File: config.mk
export PLATFORM = sky130hd
export DESIGN_NAME = regfile_writeback_arbiter
export DESIGN_NICKNAME = d
export VERILOG_FILES = /design/src/rtl/regfile_writeback_arbiter.sv
export SDC_FILE = /design/constraint.sdc
export NUM_CORES = 1
export LEC_CHECK = 0
export BUFFER_PORTS_ARGS = -buffer_cell sky130_fd_sc_hd__buf_2
export CAP_MARGIN = 20
export CELL_PAD_IN_SITES_DETAIL_PLACEMENT = 0
export CELL_PAD_IN_SITES_GLOBAL_PLACEMENT = 2
export CORE_MARGIN = 3
export CORE_UTILIZATION = 37
export DETAILED_ROUTE_END_ITERATION = 6
export PLACE_DENSITY = 0.74
export SLEW_MARGIN = 20
export SYNTH_ARGS = -nofsm -noshare
export SYNTH_HDL_FRONTEND = slang
export SYNTH_SLANG_ARGS = --single-unit
File: constraint.sdc
create_clock -name clk -period 2.4 [get_ports clk]
set_input_delay 0.12 -clock clk [delete_from_list [all_inputs] [get_ports clk]]
set_output_delay 0.12 -clock clk [all_outputs]
set_load 0.01 [all_outputs]
File: src/rtl/regfile_writeback_arbiter.sv
`default_nettype none
// ============================================================================
// Module   : regfile_writeback_arbiter
// Brief    : Merges ALU results (priority) and queued load returns onto the
//            single register-file write port; tracks pending loads per register.
// Revision : 1.0 - initial release
// ============================================================================
module regfile_writeback_arbiter #(
    parameter int DATA_W   = 32,
    parameter int ADDR_W   = 5,
    parameter int LQ_DEPTH = 4
) (
    input  logic              clk,
    input  logic              clk_reset,
    input  logic              alu_wr_valid,
    input  logic [ADDR_W-1:0] alu_wr_addr,
    input  logic [DATA_W-1:0] alu_wr_data,
    input  logic              ld_issue_valid,
    input  logic [ADDR_W-1:0] ld_issue_addr,
    input  logic              ld_rsp_valid,
    output logic              ld_rsp_ready,
    input  logic [ADDR_W-1:0] ld_rsp_addr,
    input  logic [DATA_W-1:0] ld_rsp_data,
    input  logic [ADDR_W-1:0] rd_addr1,
    input  logic [ADDR_W-1:0] rd_addr2,
    output logic              rd_busy1,
    output logic              rd_busy2,
    output logic              wb_we,
    output logic [ADDR_W-1:0] wb_addr,
    output logic [DATA_W-1:0] wb_data,
    output logic              lq_full,
    output logic              lq_empty
);

    localparam int PTR_W = (LQ_DEPTH > 1) ? $clog2(LQ_DEPTH) : 1;
    localparam int NREG  = 1 << ADDR_W;
    localparam logic [PTR_W:0]   c_FULL_CNT = (PTR_W + 1)'(LQ_DEPTH);
    localparam logic [PTR_W:0]   c_CNT_ONE  = (PTR_W + 1)'(1);
    localparam logic [PTR_W-1:0] c_PTR_ONE  = PTR_W'(1);

    logic [ADDR_W-1:0] r_lq_addr [LQ_DEPTH];
    logic [DATA_W-1:0] r_lq_data [LQ_DEPTH];
    logic [PTR_W-1:0]  r_rd_ptr;
    logic [PTR_W-1:0]  r_wr_ptr;
    logic [PTR_W:0]    r_count;
    logic              r_full;
    logic              r_empty;
    logic [NREG-1:0]   r_busy;
    logic              r_wb_we;
    logic [ADDR_W-1:0] r_wb_addr;
    logic [DATA_W-1:0] r_wb_data;

    logic              w_push;
    logic              w_pop;
    logic              w_alu_sel;
    logic [ADDR_W-1:0] w_head_addr;
    logic [DATA_W-1:0] w_head_data;
    logic [PTR_W:0]    w_count_nxt;
    logic [NREG-1:0]   w_busy_nxt;

    // An ALU write to r0 is treated as an idle slot so the queue may drain.
    assign w_alu_sel   = alu_wr_valid && (alu_wr_addr != '0);
    assign w_push      = ld_rsp_valid && !r_full;
    assign w_pop       = !w_alu_sel && !r_empty;
    assign w_head_addr = r_lq_addr[r_rd_ptr];
    assign w_head_data = r_lq_data[r_rd_ptr];

    always_comb begin
        w_count_nxt = r_count;
        if (w_push && !w_pop) begin
            w_count_nxt = r_count + c_CNT_ONE;
        end else if (!w_push && w_pop) begin
            w_count_nxt = r_count - c_CNT_ONE;
        end
    end

    // Entry storage carries no reset; validity is tracked by the pointers/count.
    always_ff @(posedge clk) begin
        if (w_push) begin
            r_lq_addr[r_wr_ptr] <= ld_rsp_addr;
            r_lq_data[r_wr_ptr] <= ld_rsp_data;
        end
    end

    always_ff @(posedge clk or negedge clk_reset) begin
        if (!clk_reset) begin
            r_rd_ptr <= '0;
            r_wr_ptr <= '0;
            r_count  <= '0;
            r_full   <= 1'b0;
            r_empty  <= 1'b1;
        end else begin
            if (w_push) begin
                r_wr_ptr <= r_wr_ptr + c_PTR_ONE;
            end
            if (w_pop) begin
                r_rd_ptr <= r_rd_ptr + c_PTR_ONE;
            end
            r_count <= w_count_nxt;
            r_full  <= (w_count_nxt == c_FULL_CNT);
            r_empty <= (w_count_nxt == '0);
        end
    end

    // A new issue on the same edge as a pop to the same register keeps it busy.
    always_comb begin
        w_busy_nxt = r_busy;
        if (w_pop) begin
            w_busy_nxt[w_head_addr] = 1'b0;
        end
        if (ld_issue_valid) begin
            w_busy_nxt[ld_issue_addr] = 1'b1;
        end
        w_busy_nxt[0] = 1'b0;
    end

    always_ff @(posedge clk or negedge clk_reset) begin
        if (!clk_reset) begin
            r_busy <= '0;
        end else begin
            r_busy <= w_busy_nxt;
        end
    end

    always_ff @(posedge clk or negedge clk_reset) begin
        if (!clk_reset) begin
            r_wb_we   <= 1'b0;
            r_wb_addr <= '0;
            r_wb_data <= '0;
        end else if (w_alu_sel) begin
            r_wb_we   <= 1'b1;
            r_wb_addr <= alu_wr_addr;
            r_wb_data <= alu_wr_data;
        end else if (w_pop) begin
            r_wb_we   <= (w_head_addr != '0);
            r_wb_addr <= w_head_addr;
            r_wb_data <= w_head_data;
        end else begin
            r_wb_we   <= 1'b0;
        end
    end

    assign ld_rsp_ready = !r_full;
    assign lq_full      = r_full;
    assign lq_empty     = r_empty;
    assign rd_busy1     = r_busy[rd_addr1];
    assign rd_busy2     = r_busy[rd_addr2];
    assign wb_we        = r_wb_we;
    assign wb_addr      = r_wb_addr;
    assign wb_data      = r_wb_data;

endmodule
`default_nettype wire

==> results.ini, run 1 <==
[outcome]
status = complete, but fails checks
violations = setup timing

[min_path]
min_path_type = primary input to flop

[critical_path]
cp-end-kind = primary output
critPathArrivalTime_ns = 2.28
critPathRequiredTime_ns = 2.28
worstSetupStartpointType = flop
critPathMaxFanout = 3
critical_path_class = flop to primary output

[die]
core_mm2 = 0.0255
pin_count = 137
die-area_mm2 = 0.0283
initial_utilization = 0.381
die_w_um = 168
die_h_um = 168
rows = 58

[drt]
route.vias.total = 6499
vias_per_cell = 5.32
wl_um = 24600
dr.pass1.iters = 6
wl_per_cell_um = 20.1
ant_nets = 0
drt_iter0_drc = 459
drc = 0

[finish]
finalInstanceArea_mm2 = 0.0126
nets = 972
stdcell_count = 1221
layout-drive-gt1-share = 0.305
syn2layout_area_growth_pct = 29.5
diodes = 0

[synth]
ys_warn_count = 0
ys_seq_area_frac = 0.657
synth_edf_count = 148
synthArstFlopShare = 0.345
netlist_area_mm2 = 0.00974
synthFlopType = edfxtp_1
synth_cells = 637
avgSynthCellArea_um2 = 15.3
yosysTopAreaCellShare = 0.456
ys_types = 50
synth_nets = 737
synth-seq-cells = 226
yosys-top-cells-area = edfxtp_1 46%, dfrtp_1 20%, mux4_2 12%
ys_top_cells_by_count = 148 x edfxtp_1, 77 x dfrtp_1, 66 x nor2_1
yosysMostFrequentCell = edfxtp_1
synth_top_cell_by_area = edfxtp_1

[timing]
setup_viol = 1
fin_tns_setup_ns = -0.000920
max_freq_ghz = 0.417
finClkSkew_ns = 0.0158
hold_viol_final = 0
slew_headroom = 0.508
fin_crit_ns = 2.40
fin_ws_ns = -0.000920
rsz0062_at_grt = true
period_share = 1.00
tightest_slew_ns = 0.736
drv_slew = 0

[grt]
grt_max_degree = 46
grt.busiest_layer = met2
grtUsageMet1 = 0.234
track_usage = 0.171
gr-usage-met2 = 0.289
gr-total-overflow = 0
grt_pass1_wl_um = 38400
gr-usage-met3 = 0.0291
grt_pass1_vias = 6783
grt_antenna_before_repair = 0

[placed_design]
postPlaceCellArea_mm2 = 0.0110
gp_routability_congestion = 0.804
dp_cells = 1092
portBuffers = 136
place_hpwl_um = 16100

[cts]
cts_root_buffer = clkbuf_16
clock-sinks = 226
cts_tree = done
clkLatencyLatePin_ns = 0.53
htreeDepth = 1
path_clk_slew_ns = 0.06
clk_path_buf_depth = 3
cts_buffers = 25

[power]
p_per_area_mw_per_mm2 = 1120
vdd_drop_max_mv = 0.763
leakage_nw = 4.74
power.total_mw = 14.1

[flow_run]
max-cap-violations = 0

==> flip-flops by register name, indices dropped and copies added (netlist names) <==
register	count
r_lq_addr	20
lq_full	1
wb_data	32
r_rd_ptr	2
r_count	3
wb_we	1
r_wr_ptr	2
wb_addr	5
r_lq_data	128
r_busy	31
lq_empty	1
==> metrics by stage <==
step	hold WS, ns	setup WS, ns	utilization
after floorplan	-0.176	0.115	-
after global placement	0.227	0.307	0.430
after detailed placement	0.238	0.299	0.430
after CTS	0.0211	-0.000765	0.492
after global routing	0.0710	-0.0623	0.494
final	0.0487	-0.000920	0.494
==> cell usage in the layout (no fill, tap or decap), types with 5 or more instances in the layout <==
cell,count
mux2i_1,35
buf_2,134
nand3b_1,8
clkinv_1,5
nand3_1,9
ha_1,6
clkbuf_16,25
nand4b_1,5
a31oi_1,7
buf_4,25
dfrtp_1,75
o32a_1,8
nor2b_1,5
xnor2_1,6
o21ai_0,14
buf_12,6
nor3_1,12
nand2_1,12
clkinv_2,8
inv_1,12
nand4_1,5
edfxtp_1,148
mux4_2,52
nor2_1,66
a21oi_1,55
o41ai_1,6
dlygate4sd3_1,81
==> power breakdown <==
part / total (mW) / internal (mW) / switching [mW]
Sequential: 5.92 / 5.30 / 0.617
Clock: 3.62 / 2.09 / 1.53
Combinational: 4.60 / 2.21 / 2.39
==> worst paths after layout <==
path / from / endpoint / slack [ns] / cells past startpoint
worst max-delay path: r_busy[11] / rd_busy1 / -0.0009 / 5
worst min-delay path: ld_issue_addr[1] / r_busy[1] / 0.05 / 4
worst max register to register: r_rd_ptr[0] / wb_addr[4] / 0.12 / 5
worst min register to register: r_busy[4] / r_busy[4] / 0.52 / 1
max in group asynchronous: clk_reset / lq_empty / 1.47 / 3
min in group asynchronous: clk_reset / wb_data[6] / 0.20 / 2
==> cells by family (layout without fill, tap and decap cells) <==
| kind of cell | after synthesis | in the layout | share of synthesized area |
|---|---|---|---|
| muxes | 91 | 91 | 0.162 |
| and+or+nand+nor | 150 | 150 | 0.0793 |
| xor gates and xnor gates | 6 | 6 | 0.00540 |
| adders and majority gates | 6 | 6 | 0.00771 |
| DFF | 226 | 226 | 0.657 |
| AOI/OAI and AO/OA | 107 | 107 | 0.0677 |
| buffers and inverters | 51 | 305 | 0.0207 |
==> layout make-up <==
class	count	area, µm²
Timing Repair Buffer	247	1800
Clock inverter	16	118
Multi-Input combinational cell	360	3170
Clock buffer	30	664
Inverter	12	45.0
Tap cell	330	413
Fill cell	2232	12900
Sequential cell	226	6400
==> what timing repair did <==
item | in CTS | in global routing
endpoints found under the hold margin | 232 | 0
resized for setup | 0 | 5
setup buffers | 0 | 2
pin swaps | 1 | 1
endpoints found under the setup margin | 1 | 3
gates cloned | 0 | 0
hold buffers | 81 | 0
==> worst max-delay path: stages (launching register included) <==
cell and delay [ns]:
dfrtp_1 0.43, mux4_2 0.48, nand4b_1 0.11, nand4_1 0.11
or4_4 0.49, buf_6 0.13
==> metal layers <==
layer  part of all wire  vias to the layer above
met5                  0                        -
li1                   -                     2979
met2               0.49                      211
met3              0.058                       35
met1               0.43                     3274
met4              0.020                        0
Power figures use the tool's default switching activity.
==> run 2: changes to the inputs <==
- ABC_AREA: default -> 1
- CELL_PAD_IN_SITES_DETAIL_PLACEMENT: 0 -> 1
- CORE_UTILIZATION: 37 -> 33
- PLACE_DENSITY: 0.74 -> default
- PLACE_DENSITY_LB_ADDON: default -> 0.1
==> run 2 against run 1 <==
The flow now finishes without violations. Clock skew fell by 0.0044 ns. Global-route usage rose by 1.6 points. Count of clock-buffer cells in the layout rose by 7. Final area rose by 0.13%. Combinational power rose by 3%. Non-clock buffer count fell by 9. Worst hold slack got worse by 0.020 ns. Sequential share of layout area fell by 0.075 points. Critical path depth rose by 3. Synthesized cell count rose by 51%. Final cell count rose by 30%.
==> results.ini, run 2 <==
[outcome]
status = completed  ; was complete, but fails checks

[die]
die_h_um = 178  ; was 168 µm
die_w_um = 178  ; was 168 µm
pin_count = 137  ; unchanged
rows = 62  ; was 58
core_mm2 = 0.0289  ; was 0.0255 mm²
initial_utilization = 0.337  ; was 0.381
die-area_mm2 = 0.0316  ; was 0.0283 mm²

[timing]
tightest_slew_ns = 0.547  ; was 0.736 ns
max_freq_ghz = 0.521  ; was 0.417 GHz
period_share = 0.800  ; was 1.00
setup_viol = 0  ; was 1
fin_tns_setup_ns = 0  ; was -0.000920 ns
hold_viol_final = 0  ; unchanged
rsz0062_at_grt = false  ; was true
drv_slew = 0  ; unchanged
finClkSkew_ns = 0.0114  ; was 0.0158 ns
fin_crit_ns = 1.92  ; was 2.40 ns
slew_headroom = 0.632  ; was 0.508

[placed_design]
gp_routability_congestion = 0.774  ; was 0.804
place_hpwl_um = 19300  ; was 16100 µm
portBuffers = 136  ; unchanged

[synth]
synth-seq-cells = 226  ; unchanged
synthFlopType = edfxtp_1  ; unchanged
synth_edf_count = 148  ; unchanged
synth_nets = 1060  ; was 737
netlist_area_mm2 = 0.00972  ; was 0.00974 mm²
synth-simple-area-share = 0.167  ; was 0.0793
ys_top_cells_by_count = 216 x nand2_1, 158 x o21ai_0, 148 x edfxtp_1  ; was 148 x edfxtp_1, 77 x dfrtp_1, 66 x nor2_1
avgSynthCellArea_um2 = 10.1  ; was 15.3 µm²
synth_compound_area_frac = 0.119  ; was 0.0677
muxShareOfSynthArea = 0.00232  ; was 0.162
synth_top_cell_by_area = edfxtp_1  ; unchanged
yosys-top-cells-area = edfxtp_1 46%, dfrtp_1 20%, nand2_1 8.3%  ; was edfxtp_1 46%, dfrtp_1 20%, mux4_2 12%
synth_top_family_by_area = simple AND/OR/NAND/NOR gates  ; was multiplexers
synth-adder-area-share = 0.00772  ; was 0.00771
ys_seq_area_frac = 0.658  ; was 0.657
yosysMostFrequentCell = nand2_1  ; was edfxtp_1
yosysTopAreaCellShare = 0.457  ; was 0.456
synthArstFlopShare = 0.345  ; unchanged
ys_warn_count = 0  ; unchanged
synth_cells = 960  ; was 637
synthXorXnorAreaFrac = 0.00360  ; was 0.00540
ys_types = 31  ; was 50

[power]
power.total_mw = 14.7  ; was 14.1 mW
vdd_drop_max_mv = 0.644  ; was 0.763 mV
p_per_area_mw_per_mm2 = 1160  ; was 1120 mW/mm²
leakage_nw = 5.08  ; was 4.74 nW

[drt]
wl_met2_um = 13800  ; was 12100 µm
ant_nets = 0  ; unchanged
wl_um = 29600  ; was 24600 µm
vias_per_cell = 4.86  ; was 5.32
drt_iter0_drc = 452  ; was 459
met1_length_um = 14300  ; was 10600 µm
drc = 0  ; unchanged
dr.pass1.iters = 4  ; was 6
route.vias.total = 7710  ; was 6499
wl_per_cell_um = 18.7  ; was 20.1 µm
dr_wl_met3_um = 1110  ; was 1430 µm
top_layer = met5  ; was met4

[critical_path]
critPathArrivalTime_ns = 2.31  ; was 2.28 ns
critPathMaxFanout = 30  ; was 3
cp-end-kind = flop  ; was primary output
crit_family = simple AND/OR/NAND/NOR gates  ; unchanged
crit_start = r_rd_ptr[0]  ; was r_busy[11]
critPathMostFrequentCell = nand2_1
cp_num_buf_inv = 1  ; unchanged
critPathRequiredTime_ns = 2.79  ; was 2.28 ns
worstReg2RegStart = r_rd_ptr[0]  ; unchanged
worstSetupStartpointType = flop  ; unchanged
timing.critical_path.cells = inv_4 > nand2_1 > nand2_1 > mux2i_4 > nor2_2 > nand2_1 > o21ai_0 > o21ai_0  ; was mux4_2 > nand4b_1 > nand4_1 > or4_4 > buf_6
critPathMaxStageDelay_ns = 0.44  ; was 0.49 ns
critical_path_class = flop to flop  ; was flop to primary output
worst_path_max_delay_cell = dfrtp_2  ; was or4_4

[grt]
grt_pass1_vias = 8040  ; was 6783
grt_antenna_before_repair = 2  ; was 0
grt_pass1_wl_um = 46000  ; was 38400 µm
gr-total-overflow = 0  ; unchanged
grt_max_degree = 75  ; was 46
track_usage = 0.187  ; was 0.171

[cts]
cts_resized = 0  ; unchanged
cts_root_buffer = clkbuf_16  ; unchanged
htreeDepth = 1  ; unchanged
clock-sinks = 226  ; unchanged
clk_path_buf_depth = 3  ; unchanged
cts_buffers = 26  ; was 25
path_clk_slew_ns = 0.06  ; about the same
clkLatencyLatePin_ns = 0.52  ; was 0.53 ns
cts_tree = done  ; unchanged

[flow_run]
max-cap-violations = 0  ; unchanged

[finish]
layout-drive-gt1-share = 0.175  ; was 0.305
nets = 1283  ; was 972
syn2layout_area_growth_pct = 29.9  ; was 29.5%
diodes = 0  ; unchanged
largest_reg_flops = 128  ; unchanged
top_register = r_lq_data  ; unchanged
layout_common_cells = 216 x nand2_1, 158 x o21ai_0, 148 x edfxtp_1  ; was 148 x edfxtp_1, 134 x buf_2, 81 x dlygate4sd3_1
final_common_cell = nand2_1  ; was edfxtp_1

[min_path]
min_path_type = primary input to flop  ; unchanged
hp-start = alu_wr_data[29]  ; was ld_issue_addr[1]

run 2: layer usage:
layer,vias to the layer above,track usage
met4,2,0.0314
met5,-,0
met2,122,0.312
met3,27,0.0261
li1,3753,-
met1,3806,0.265
run 2: through the flow:
| step | std cells | cell area [µm²] | worst slack [ns] | util | hold slack, ns |
|---|---|---|---|---|---|
| 3_5_place_dp | 1460 | 11000 | 0.476 | 0.380 | 0.0898 |
| 4_1_cts | 1587 | 12600 | 0.445 | 0.438 | 0.0380 |
| 6_report | 1587 | 12600 | 0.479 | 0.438 | 0.0288 |
| 2_1_floorplan | 960 | 9720 | -0.324 | - | -0.176 |
| 5_1_grt | 1587 | 12600 | 0.187 | 0.438 | 0.0803 |
| 3_3_place_gp | 1460 | 11000 | 0.524 | 0.380 | 0.0895 |
run 2: final cells by class:
class	instances	area, µm²
inverters	57	216
multi-input cells	634	2940
flip-flops and latches	226	6400
repair buffers	238	1730
well taps	384	480
clock buffers	37	723
fillers	3295	16200
clock inverters	11	138
run 2: worst paths after layout:
path                               endpoint  slack (ns)  cells after the start
max in group asynchronous          lq_empty        1.61                      3
min in group asynchronous       wb_data[22]        0.08                      2
worst min register to register  wb_data[16]        0.48                      2
worst max register to register    r_busy[3]        0.48                      8
worst max-delay path              r_busy[3]        0.48                      8
worst min-delay path            wb_data[29]        0.03                      3
run 2: kinds of logic (layout without fill, tap and decap cells):
family,count (synthesis),count (layout)
mux,1,1
simple gates,404,404
xor+xnor,4,4
buf+inv,100,343
fa+ha+maj,6,6
compound gates,219,219
flops,226,226
run 2: where the power goes:
group / switching, mW / leakage (nW) / internal [mW]
clock: 1.56 / 0.416 / 2.42
combinational: 3.12 / 2.38 / 1.60
sequential: 0.632 / 2.28 / 5.36
total: 5.31 / 5.08 / 9.37
run 2: worst reg2reg max path: cells and delay by family (launching register included):
kind	cells	cell delay, ns
AND/OR/NAND/NOR	4	0.63
flip-flops	1	0.44
AO/OA/AOI/OAI	2	0.35
buffers and inverters	1	0.26
multiplexers	1	0.09
run 2: repair_timing:
item,in CTS,in global routing
hold endpoints to repair,282,0
buffers inserted,0,0
hold buffers,79,0
